--- src/rtl/free_list.sv ---
`default_nettype none
// ============================================================================
// Module   : free_list
// Brief    : Circular FIFO of free physical register indices for rename.
//            Supplies the next free register at the head, accepts freed
//            registers from commit at the tail, and snapshots the head per
//            branch tag so recovery/flush returns speculative allocations in
//            a single cycle.
// Revision : 1.0 - initial release
// ============================================================================
module free_list #(
  parameter int NUM_REGS  = 64,
  parameter int NUM_BRATS = 16
) (
  input  logic                          clk,
  input  logic                          rst,
  input  logic                          dequeue,
  output logic [$clog2(NUM_REGS)-1:0]   phys_reg_out,
  input  logic                          enqueue,
  input  logic [$clog2(NUM_REGS)-1:0]   phys_reg_in,
  input  logic                          flush,
  input  logic                          checkpoint,
  input  logic [$clog2(NUM_BRATS)-1:0]  checkpoint_index,
  input  logic                          branch_recovery,
  input  logic [$clog2(NUM_BRATS)-1:0]  branch_resolved_index,
  output logic                          empty,
  output logic                          full,
  output logic [$clog2(NUM_REGS-32):0]  free_count
);

  // The 32 architectural registers are mapped at reset; the rest are free.
  localparam int DEPTH = NUM_REGS - 32;
  localparam int PTR_W = $clog2(DEPTH);
  localparam int REG_W = $clog2(NUM_REGS);

  localparam logic [PTR_W:0] c_PTR_ONE  = (PTR_W+1)'(1);
  localparam logic [PTR_W:0] c_PTR_ZERO = '0;
  // Tail starts one full lap ahead of head, so the list begins full.
  localparam logic [PTR_W:0] c_TAIL_RST = {1'b1, {PTR_W{1'b0}}};

  // Storage and pointers; MSB of each pointer is the wrap bit.
  logic [REG_W-1:0] r_array [DEPTH];
  logic [PTR_W:0]   r_head;
  logic [PTR_W:0]   r_tail;
  logic [PTR_W:0]   r_ckpt [NUM_BRATS];

  logic             w_deq;
  logic             w_enq;
  logic [PTR_W:0]   w_head_adv;
  logic [PTR_W:0]   w_tail_next;
  logic [PTR_W:0]   w_head_next;
  logic             w_normal;

  // Status outputs depend only on registered state, so rename sees them
  // in the same cycle it needs them.
  assign empty        = (r_head == r_tail);
  assign full         = (r_head[PTR_W-1:0] == r_tail[PTR_W-1:0]) &&
                        (r_head[PTR_W] != r_tail[PTR_W]);
  assign free_count   = r_tail - r_head;
  assign phys_reg_out = r_array[r_head[PTR_W-1:0]];

  // Accepted requests: p0 is hardwired and never re-enters the list.
  assign w_deq    = dequeue && !empty;
  assign w_enq    = enqueue && (phys_reg_in != '0) && !full;
  assign w_normal = !flush && !branch_recovery;

  // Next-pointer selection: flush > recovery > normal dequeue.
  always_comb begin
    w_head_adv  = w_deq ? (r_head + c_PTR_ONE) : r_head;
    w_tail_next = w_enq ? (r_tail + c_PTR_ONE) : r_tail;
    w_head_next = w_head_adv;
    if (flush) begin
      // Every slot between the new tail and the old head still holds a
      // speculatively allocated register, so one lap behind tail is full.
      w_head_next = {~w_tail_next[PTR_W], w_tail_next[PTR_W-1:0]};
    end else if (branch_recovery) begin
      w_head_next = r_ckpt[branch_resolved_index];
    end
  end

  // Head/tail pointer registers; commit enqueue is honored even on
  // flush/recovery because the committing instruction is older.
  always_ff @(posedge clk) begin
    if (rst) begin
      r_head <= c_PTR_ZERO;
      r_tail <= c_TAIL_RST;
    end else begin
      r_head <= w_head_next;
      r_tail <= w_tail_next;
    end
  end

  // Register storage: reset reloads the identity mapping 32..NUM_REGS-1.
  always_ff @(posedge clk) begin
    if (rst) begin
      for (int i = 0; i < DEPTH; i++) begin
        r_array[i] <= REG_W'(32 + i);
      end
    end else if (w_enq) begin
      r_array[r_tail[PTR_W-1:0]] <= phys_reg_in;
    end
  end

  // Branch checkpoints save the post-dequeue head so the branch's own
  // allocation survives recovery; ignored during flush/recovery.
  always_ff @(posedge clk) begin
    if (rst) begin
      for (int i = 0; i < NUM_BRATS; i++) begin
        r_ckpt[i] <= c_PTR_ZERO;
      end
    end else if (checkpoint && w_normal) begin
      r_ckpt[checkpoint_index] <= w_head_adv;
    end
  end

endmodule
`default_nettype wire

--- config.mk ---
export PLATFORM = sky130hd
export DESIGN_NAME = free_list
export DESIGN_NICKNAME = d
export VERILOG_FILES = /design/src/rtl/free_list.sv
export SDC_FILE = /design/constraint.sdc
export NUM_CORES = 1
export LEC_CHECK = 0
export CAP_MARGIN = 20
export CORE_MARGIN = 2
export CORE_UTILIZATION = 36
export CTS_CLUSTER_DIAMETER = 40
export DETAILED_ROUTE_END_ITERATION = 6
export GPL_TIMING_DRIVEN = 0
export HOLD_SLACK_MARGIN = 0.06
export SLEW_MARGIN = 30
export SYNTH_ARGS = -nofsm -noshare
export SYNTH_HDL_FRONTEND = slang
export SYNTH_SLANG_ARGS = --single-unit
--- constraint.sdc ---
create_clock -name clk -period 3.1 [get_ports clk]
set_input_delay 0.62 -clock clk [delete_from_list [all_inputs] [get_ports clk]]
set_output_delay 0.62 -clock clk [all_outputs]
set_load 0.01 [all_outputs]
; ---- Word level (Yosys, flattened, before mapping)
; Memory sizes are Yosys's and may differ from the RTL's. A register that Yosys moved wholly into a read port is not among the register bits.
; Index checks and enable logic that the tools add are counted.
[totals]
input_bits = 21
ramBits = 288
output_inout_bits = 14
word_cells = 43
register_bits = 12
memories = 2
[mem_list]
columns = memory, depth, width, rd, rd_ports_with_merged_regs, write_ports, line
row1 = r_array, 32, 6, 1, 1, 32, 42  ; logic [REG_W-1:0] r_array [DEPTH];
row2 = r_ckpt, 16, 6, 1, 0, 16, 45  ; logic [PTR_W:0] r_ckpt [NUM_BRATS];
[classes]
bitwise_logic = 1
reduce_logical = 13
add_sub_neg = 3
n_mux = 19
n_eq_ne = 3
[ops]
columns = cell, n
row1 = $mux 6, 6
row2 = $add 6x1->6 const B, 2
row3 = $reduce_or 6->1, 2
row4 = $mux 1, 10
row5 = $mux 5, 2
row6 = $eq 6x6->1, 1
row7 = $logic_and 1x1->1, 6
row8 = $reduce_bool 6->1, 1
row9 = $sub 6x6->6, 1
row10 = $eq 5x5->1, 1
row11 = $logic_not 1->1, 4
row12 = $mux 4, 1
row13 = $ne 1x1->1, 1
row14 = $not 1->1, 1

; ---- Depth between registers and ports, before layout
; Gate-level depths: netlist (run 1).
[logic_depth]
ltp_word = 9
ltp_mapped = 12
depth_no_buf = 7

; ---- Worst setup path after synthesis (run 1)
; No wires, ideal clock.
[synth_timing]
kind = register to output
from = register r_head[1]
to = output free_count[5]
n_path_buf = 3
required_time_ns = 2.480
slack_ns = 0.023
stages_incl_launch_ff = 11
t_arrival_ns = 2.457
path_cell_list = dfxtp_1 -> buf_2 -> buf_2 -> buf_1 -> inv_1 -> ha_1 -> nor2b_1 -> o21ai_0 -> a21boi_0 -> or4_1 -> nand3_1
[synth_between]
elab_chain_len = 1
[synth_rtl]
columns = item, line
row1 = start: declaration, 43  ; logic [PTR_W:0] r_head;
row2 = start signal: assignment, 85  ; r_head <= c_PTR_ZERO;
row3 = start signal: assignment, 88  ; r_head <= w_head_next;
row4 = $sub 6x6->6, 59  ; assign free_count = r_tail - r_head;
row5 = end: declaration, 28  ; output logic [$clog2(NUM_REGS-32):0] free_count
; No other way between the ends.

==> results.toml, run 1 <==
[status]
status = "finished with violations"
violations = "setup timing"

[setup_path]
path_delay_family = "multiplexers"
end_kind = "primary output"
crit_top_cell = "buf_12"
crit_arrival_ns = 2.60
r2r-end = "r_ckpt[13][3]$_SDFFCE_PN0P_"
crit_fanout = 6
crit_type = "reg2out"
regToRegSetupSlack_ns = 0.14
cp_num_buf_inv = 5
reg2reg_from = "r_head[3]$_SDFF_PP0_"
crit_chain = "buf_12, buf_12, buf_12, buf_16, mux4_2, mux2i_1, a32oi_1, o21a_1, buf_2"
cpMaxStageDelayCell = "mux4_2"
cp.depth = 9
r2r_cells = 9
crit_required_ns = 2.48
cp_slowest_stage_delay_ns = 0.54
critPathLaunchType = "flip-flop"

[sta]
hold_viol_final = 0
setup_viol = 17
rsz0062_at_grt = "true"
min_period_over_period_pct = 104
timing.final.crit_period_ns = 3.22
skew_ns = 0.0368
worst_slack_ns = -0.124
worstMarginPinSlew_ns = 0.938
fmax_mhz = 310
slew_headroom_pct = 37.5
slew_violations = 0

[detailed_routing]
route.detailed.drc = 0
drt_wl_total_mm = 41.6
drtIter0Drc = 1010
drtAntennaViolNets = 0
wire_per_inst_um = 24.4
via_per_inst = 5.52
vias = 9414
dr.pass1.iters = 6

[clocking]
clk_path_buf_depth = 3
cts_num_sinks = 300
htreeDepth = 2
path_clk_slew_ns = 0.05
hold_buffers = 0
cts_buffers = 43
clock_latency_ns = 0.56
cts_root_buffer = "clkbuf_16"
cts_tree = "yes"

[grt]
grt_usage_pct = 20.4
grt_pass1_wl_mm = 61.8
grt_max_degree = 13
overflow = 0
antenna_found_initial = 1
first_global_vias = 9650

[yosys]
synth_cells = 1043
yosysTopAreaCellShare_pct = 60.7
syn-num-nets = 1075
yosysTopAreaCell = "edfxtp_1"
yosys_warnings = 0
synth_area_per_cell_um2 = 13.7
synthesis.area_um2 = 14300
ys.flop_type = "edfxtp_1"
ys_ff_latch = 300
yosysSeqAreaShare_pct = 62.4
synth-async-reset-ratio_pct = 0
synth_cell_types = 62
synthTopCellsByArea = "edfxtp_1 61%, mux4_2 12%, nor2_1 3.8%"
synth-edff-count = 288

[pwr]
finalPower_mw = 11.4
ir_worst_vdd_v = 0.000439
power_density_nw_per_um2 = 658
p_leak_nw = 5.40

[placed_design]
gp_congestion = 0.881
pre_cts_ws_ns = -1.38
portBuffers = 30
post-dp-hpwl_mm = 28.3

[finish]
drive_gt1_share_pct = 25.5
final_nets = 1185
syn_to_final_growth_pct = 21.5

[hold_path]
hold_class = "reg2reg"
min_path_cells = 3
whs_endpoint = "r_tail[0]$_SDFF_PP0_"
hold_start = "r_tail[0]$_SDFF_PP0_"

[flow_run]
maxCapViolCount = 0

[floorplanning]
start_util_pct = 36.7
dieArea_um2 = 41200
num_rows = 72
die_h_um = 203
core_area_um2 = 38800
fp.dieW_um = 203
ios = 35
cell type report:
type                            instances  area, µm²
Fill cell                            3513      21500
Sequential cell                       300       8900
Multi-Input combinational cell        641       5150
Clock buffer                           51       1160
Timing Repair Buffer                   69        661
Tap cell                              518        648
Buffer                                 79        498
Clock inverter                         27        225
Inverter                               19       76.3
Antenna cell                            1       2.50
cell usage in the layout (no fill, tap or decap), drive strengths merged, types with 22 or more instances in the layout:
| cell | n |
|---|---|
| edfxtp | 288 |
| nor2 | 147 |
| clkbuf | 106 |
| nand2 | 86 |
| mux4 | 76 |
| buf | 71 |
| or3 | 69 |
| nor3 | 49 |
| or2 | 33 |
| and2 | 32 |
| inv | 23 |
| nand2b | 22 |
power by group:
part,switching [mW],internal [mW]
sequential,0.0551,4.55
clock,1.83,2.85
combinational,1.12,0.982
total,3.01,8.38
synthesized netlist by cell type, drive strengths merged, types with 5 or more instances:
library cell,number
edfxtp,288
nor2,147
nand2,86
mux4,76
or3,69
clkbuf,54
nor3,49
or2,33
and2,32
buf,29
nand2b,22
nand3,20
inv,19
mux2i,14
dfxtp,12
ha,10
xnor2,9
o21a,7
a32oi,6
a21oi,5
worst max-delay path by stage:
stage | from | to
floorplan | r_head[1]$_SDFF_PP0_ | free_count[5]
CTS | r_head[0]$_SDFF_PP0_ | phys_reg_out[2]
finish | r_head[0]$_SDFF_PP0_ | phys_reg_out[0]
global placement | r_head[1]$_SDFF_PP0_ | r_ckpt[5][1]$_SDFFCE_PN0P_
detailed placement | r_head[1]$_SDFF_PP0_ | r_ckpt[10][1]$_SDFFCE_PN0P_
global route | r_head[0]$_SDFF_PP0_ | phys_reg_out[2]
registers in the layout (all words and copies together) (netlist names):
register,count
r_tail,6
r_array,192
r_head,6
r_ckpt,96
logic make-up (layout without fill, tap and decap cells):
logic type / after synthesis / count (layout) / synth area share (%)
compound gates: 41 / 41 / 2.26
mux: 92 / 92 / 13.2
xor+xnor: 13 / 13 / 0.904
flops: 300 / 300 / 62.4
buf+inv: 102 / 245 / 3.13
simple gates: 484 / 484 / 17.1
other cells: 0 / 1 / 0
fa+ha+maj: 11 / 11 / 1.02
through the flow:
stage | setup TNS, ns | util [%] | cell area, µm² | hold WS (ns) | instances
4_1_cts | -1.08 | 44.5 | 17300 | 0.739 | 1703
3_5_place_dp | -461.20 | 39.2 | 15200 | 0.719 | 1591
6_report | -0.757 | 44.6 | 17300 | 0.665 | 1705
2_1_floorplan | 0 | - | 14300 | 0.639 | 1043
3_3_place_gp | -448.12 | 39.1 | 15200 | 0.722 | 1591
5_1_grt | -0.939 | 44.6 | 17300 | 0.733 | 1704
worst reg2reg max path: cells and delay by family, from the launching register on:
family | cells | cell delay (ns)
flops | 1 | 0.30
compound gates | 1 | 0.11
fa+ha+maj | 1 | 0.34
xor+xnor | 1 | 0.55
simple gates | 2 | 0.34
buf+inv | 4 | 1.04
routing by layer:
| layer | track usage (%) | routed length (µm) | up-vias |
|---|---|---|---|
| li1 | - | - | 4138 |
| met1 | 26.7 | 16700 | 4804 |
| met2 | 34.6 | 20600 | 408 |
| met3 | 3.76 | 3220 | 64 |
| met4 | 6.20 | 979 | 0 |
| met5 | 0 | 0 | - |
repair_timing:
item / 4_1_cts / 5_1_grt
setup endpoints to repair: 504 / 96
pin swaps: 13 / 15
gates cloned: 2 / 1
buffers inserted: 33 / 6
gates resized for setup: 139 / 20
Note: power is estimated with default switching activity, not from simulation.
==> run 2, diff against run 1 <==
--- a/config.mk
+++ b/config.mk
@@ -6,7 +6,6 @@
 export NUM_CORES = 1
 export LEC_CHECK = 0
 export CAP_MARGIN = 20
-export CORE_MARGIN = 2
 export CORE_UTILIZATION = 36
 export CTS_CLUSTER_DIAMETER = 40
 export DETAILED_ROUTE_END_ITERATION = 6
==> results.toml, run 2 (synthesis results as in run 1) <==
[sta]
min_period_over_period_pct = 106
timing.final.crit_period_ns = 3.28
worst_slack_ns = -0.176
skew_ns = 0.0206
rsz0062_at_grt = "true"
fin_tns_setup_ns = -0.972
fmax_mhz = 305
slew_headroom_pct = 38.9
setup_viol = 7
slew_violations = 0
worstMarginPinSlew_ns = 0.917
hold_viol_final = 0
timing.hold.ws_ns = 0.702

[floorplanning]
die_h_um = 201
fp.dieW_um = 201
dieArea_um2 = 40400
core_area_um2 = 38800
num_rows = 72
start_util_pct = 36.7
ios = 35

[pwr]
ir_worst_vdd_v = 0.000459
swShare_pct = 26.2
comb_power_share_pct = 17.5
p_int_mw = 8.49
clkPwrFrac_pct = 42.4
finalPower_mw = 11.5
p_switching_mw = 3.01
p_leak_nw = 5.47
power_density_nw_per_um2 = 664
seqPwrFrac_pct = 40.0

[grt]
first_global_vias = 9616
antenna_found_initial = 2
grt_pass1_wl_mm = 61.2
grt_usage_pct = 20.7
overflow = 0
grt_max_degree = 13

[setup_path]
cpMaxStageDelayCell = "mux4_2"
crit_required_ns = 2.48
reg2reg_from = "r_head[2]$_SDFF_PP0_"
crit_top_cell = "mux4_2"
path_delay_family = "multiplexers"
cp_slowest_stage_delay_ns = 0.52
cp_num_buf_inv = 4
crit_fanout = 7
critPathLaunchType = "flip-flop"
crit_type = "reg2out"
critPathLaunch = "r_head[0]$_SDFF_PP0_"
end_kind = "primary output"
crit_arrival_ns = 2.66
crit_chain = "buf_8, buf_12, buf_6, mux4_2, mux4_2, o21a_1, buf_2"

[hold_path]
hold_class = "reg2reg"
hold_start = "r_tail[0]$_SDFF_PP0_"

[finish]
drive_gt1_share_pct = 25.3
final_nets = 1187
top_regs = "r_array (192), r_ckpt (96)"
syn_to_final_growth_pct = 21.6
n_fill_cell = 3512
regMostFlops = "r_array"
regArea_um2 = 8900
final_common_cell = "edfxtp_1"
layoutNonFillerInstCount = 1707
final_cell_mix = "288 x edfxtp_1, 144 x nor2_1, 86 x nand2_1, 76 x mux4_2, 69 x or3_1"
multi_input_area_um2 = 5130
design_area_um2 = 17300
largest_register_ffs = 192

[clocking]
cts_buffers = 42
clk_path_buf_depth = 3
htreeDepth = 2
cts_root_buffer = "clkbuf_16"
hold_buffers = 0
cts_num_sinks = 300
clock_latency_ns = 0.55
path_clk_slew_ns = 0.05
cts_tree = "yes"

[placed_design]
post-dp-hpwl_mm = 28.4
gp_congestion = 0.855
place_inst = 1591
place_area_um2 = 15200
portBuffers = 30

[detailed_routing]
vias = 9494
dr.pass1.iters = 7
drtAntennaViolNets = 0
route.detailed.drc = 0
via_per_inst = 5.56
wire_per_inst_um = 24.3
drt_wl_total_mm = 41.5
drtIter0Drc = 1216

[status]
violations = "setup timing"
status = "finished with violations"

[flow_run]
maxCapViolCount = 0
## run 2: path summary, 6_finish.rpt
check	to	slack, ns	cells after the start
hold reg to reg	r_tail[0]$_SDFF_PP0_	0.70	3
setup / recovery	phys_reg_out[0]	-0.18	7
setup reg to reg	r_array[0][3]$_SDFFCE_PN0P_	0.13	13
hold / removal	r_tail[0]$_SDFF_PP0_	0.70	3
## run 2: final cells by class
type	count	area share, %
plain buffers	82	3.15
clock buffers	52	6.46
flip-flops and latches	300	51.4
repair buffers	69	3.44
multi-input cells	641	29.6
well taps	518	3.74
diodes	1	0.0144
inverters	19	0.426
clock inverters	25	1.80
## run 2: repair_timing
action,4_1_cts,5_1_grt
setup endpoints to repair,504,139
pin swaps,14,14
buffers inserted,25,14
resized for setup,130,24
## run 2: stage by stage
step	setup slack (ns)	utilization (%)
finish	-0.176	44.6
global route	-0.222	44.6
CTS	-0.235	44.2
detailed placement	-1.35	39.2
global placement	-1.33	39.1
floorplan	0.0228	-
## run 2: tightest hold or removal path, cell delays in order (launching register included)
cell and delay (ns):
dfxtp_1 0.34, inv_2 0.12, xnor2_1 0.11, nor2_1 0.09
## run 2: routing by layer
| layer | global-route usage, % | routed length (µm) | up-vias | part of all wire, % |
|---|---|---|---|---|
| li1 | - | - | 4140 | - |
| met1 | 26.6 | 16600 | 4792 | 40 |
| met2 | 33.4 | 19700 | 454 | 48 |
| met3 | 5.18 | 3570 | 106 | 8.6 |
| met4 | 8.83 | 1560 | 2 | 3.8 |
| met5 | 0 | 13 | - | 0.031 |
## run 2: power by group through the flow
stage | clock network, mW | registers [mW] | logic [mW]
finish | 4.88 | 4.60 | 2.02
CTS | 4.94 | 4.60 | 1.97
global route | 5.10 | 4.61 | 2.12
global placement | 0 | 4.67 | 1.63
detailed placement | 0 | 4.67 | 1.64
floorplan | 0 | 4.65 | 0.995
==> run 3, diff against run 2 <==
--- a/config.mk
+++ b/config.mk
@@ -6,11 +6,13 @@
 export NUM_CORES = 1
 export LEC_CHECK = 0
 export CAP_MARGIN = 20
-export CORE_UTILIZATION = 36
+export CORE_UTILIZATION = 50
+export CTS_BUF_LIST = sky130_fd_sc_hd__clkbuf_2 sky130_fd_sc_hd__clkbuf_4 sky130_fd_sc_hd__clkbuf_8
 export CTS_CLUSTER_DIAMETER = 40
 export DETAILED_ROUTE_END_ITERATION = 6
 export GPL_TIMING_DRIVEN = 0
 export HOLD_SLACK_MARGIN = 0.06
+export PLACE_DENSITY = 0.69
 export SLEW_MARGIN = 30
 export SYNTH_ARGS = -nofsm -noshare
 export SYNTH_HDL_FRONTEND = slang
==> results.toml, run 3 (synthesis results as in run 1) <==
[status]
status = "finished with violations"
violations = "setup timing"

[detailed_routing]
drtIter0Drc = 1272
wire_per_inst_um = 25.5
drtAntennaViolNets = 0
vias = 9645
route.detailed.drc = 0
dr.pass1.iters = 5
drt_wl_total_mm = 40.3
via_per_inst = 6.09

[sta]
timing.final.crit_period_ns = 3.29
worst_slack_ns = -0.194
hold_viol_final = 0
fmax_mhz = 304
worstMarginPinSlew_ns = 0.816
min_period_over_period_pct = 106
setup_viol = 10
rsz0062_at_grt = "true"
skew_ns = 0.0454
slew_violations = 0
slew_headroom_pct = 45.6

[finish]
drive_gt1_share_pct = 25.7
final_common_cell = "edfxtp_1"
top_regs = "r_array (192), r_ckpt (96)"
n_fill_cell = 2223
final_nets = 1199
largest_register_ffs = 192
final_cell_mix = "288 x edfxtp_1, 145 x nor2_1, 86 x nand2_1, 76 x mux4_2, 69 x or3_1"
syn_to_final_growth_pct = 17.8
regMostFlops = "r_array"

[setup_path]
critPathLaunch = "r_head[0]$_SDFF_PP0_"
end_kind = "primary output"
r2r_cells = 9
reg2reg_from = "r_head[4]$_SDFF_PP0_"
crit_arrival_ns = 2.67
critPathLaunchType = "flip-flop"
crit_required_ns = 2.48
r2r-end = "r_array[2][2]$_SDFFCE_PN0P_"
regToRegSetupSlack_ns = 0.07
crit_type = "reg2out"
crit_fanout = 7

[grt]
grt_max_degree = 15
antenna_found_initial = 0
gr-usage-met2_pct = 44.5
grt_util_met1_pct = 38.8
grt_usage_pct = 28.4
first_global_vias = 9496
grt_busiest_layer = "met2"
grt_pass1_wl_mm = 58.9
overflow = 0
grt_use_met3_pct = 7.06

[hold_path]
min_path_cells = 3
whs_endpoint = "r_tail[0]$_SDFF_PP0_"
hold_start = "r_tail[0]$_SDFF_PP0_"
hold_class = "reg2reg"

[clocking]
path_clk_slew_ns = 0.06
cts_buffers = 50
cts_num_sinks = 300
hold_buffers = 0
htreeDepth = 2
cts_root_buffer = "clkbuf_8"
clk_path_buf_depth = 3
clock_latency_ns = 0.61
cts_tree = "yes"

[floorplanning]
start_util_pct = 51.0
num_rows = 61
ios = 35
dieArea_um2 = 29200
core_area_um2 = 27900
die_h_um = 171
fp.dieW_um = 171

[pwr]
ir_worst_vdd_v = 0.000369
power_density_nw_per_um2 = 606
finalPower_mw = 10.2
p_leak_nw = 5.33

[placed_design]
gp_congestion = 0.888
post-dp-hpwl_mm = 27.3
pre_cts_ws_ns = -1.26
portBuffers = 30

[flow_run]
maxCapViolCount = 0
[run 3: how the worst max path moves through the flow]
stage | endpoint | slack, ns | depth (start not counted)
4_1_cts | phys_reg_out[3] | -0.20 | 7
3_5_place_dp | r_array[3][0]$_SDFFCE_PN1P_ | -1.26 | 10
6_report | phys_reg_out[3] | -0.19 | 7
5_1_grt | free_count[5] | -0.25 | 11
2_1_floorplan | free_count[5] | 0.02 | 10
3_3_place_gp | free_count[5] | -1.21 | 11
[run 3: metrics by stage]
step | util (%) | cell area, µm² | hold slack (ns) | std cells | setup TNS (ns)
after floorplan | - | 14300 | 0.639 | 1043 | 0
after detailed placement | 53.8 | 15000 | 0.707 | 1451 | -427.51
after global placement | 53.8 | 15000 | 0.721 | 1451 | -397.78
after global routing | 60.1 | 16800 | 0.716 | 1583 | -1.61
final | 60.1 | 16800 | 0.691 | 1584 | -1.19
after CTS | 59.6 | 16600 | 0.734 | 1574 | -1.27
[run 3: area by class of cell]
type,count,area [µm²],share of cell area [%]
Sequential cell,300,8900,53.0
Multi-Input combinational cell,641,5100,30.4
Clock buffer,68,836,4.98
Timing Repair Buffer,72,687,4.09
Buffer,83,579,3.45
Tap cell,378,473,2.82
Clock inverter,22,146,0.872
Inverter,19,71.3,0.425
Antenna cell,1,2.50,0.0149
[run 3: repair_timing]
| action | in CTS | in global routing |
|---|---|---|
| hold endpoints to repair | 0 | 0 |
| buffers inserted | 31 | 9 |
| resized for setup | 121 | 20 |
| setup endpoints to repair | 504 | 127 |
| gates cloned | 2 | 1 |
| pin swaps | 10 | 6 |
[run 3: critical path, cell delays in order (launching register included)]
cell,delay [ns]
dfxtp_4,0.36
buf_12,0.15
buf_12,0.13
buf_8,0.09
mux4_2,0.49
mux4_2,0.53
o21a_1,0.21
buf_2,0.14
[run 3: where the power goes]
group          switching, mW  total (mW)  internal, mW  leakage [nW]
registers             0.0503        4.60          4.55          2.68
logic                   1.10        2.07         0.979          2.14
clock network           1.65        3.50          1.84         0.513
total                   2.80        10.2          7.37          5.33
[run 3: per-layer routing]
layer | vias to the layer above | routed length (µm)
met1 | 4777 | 15400
met3 | 96 | 4900
met2 | 620 | 18900
met5 | - | 0
li1 | 4152 | -
met4 | 0 | 1150
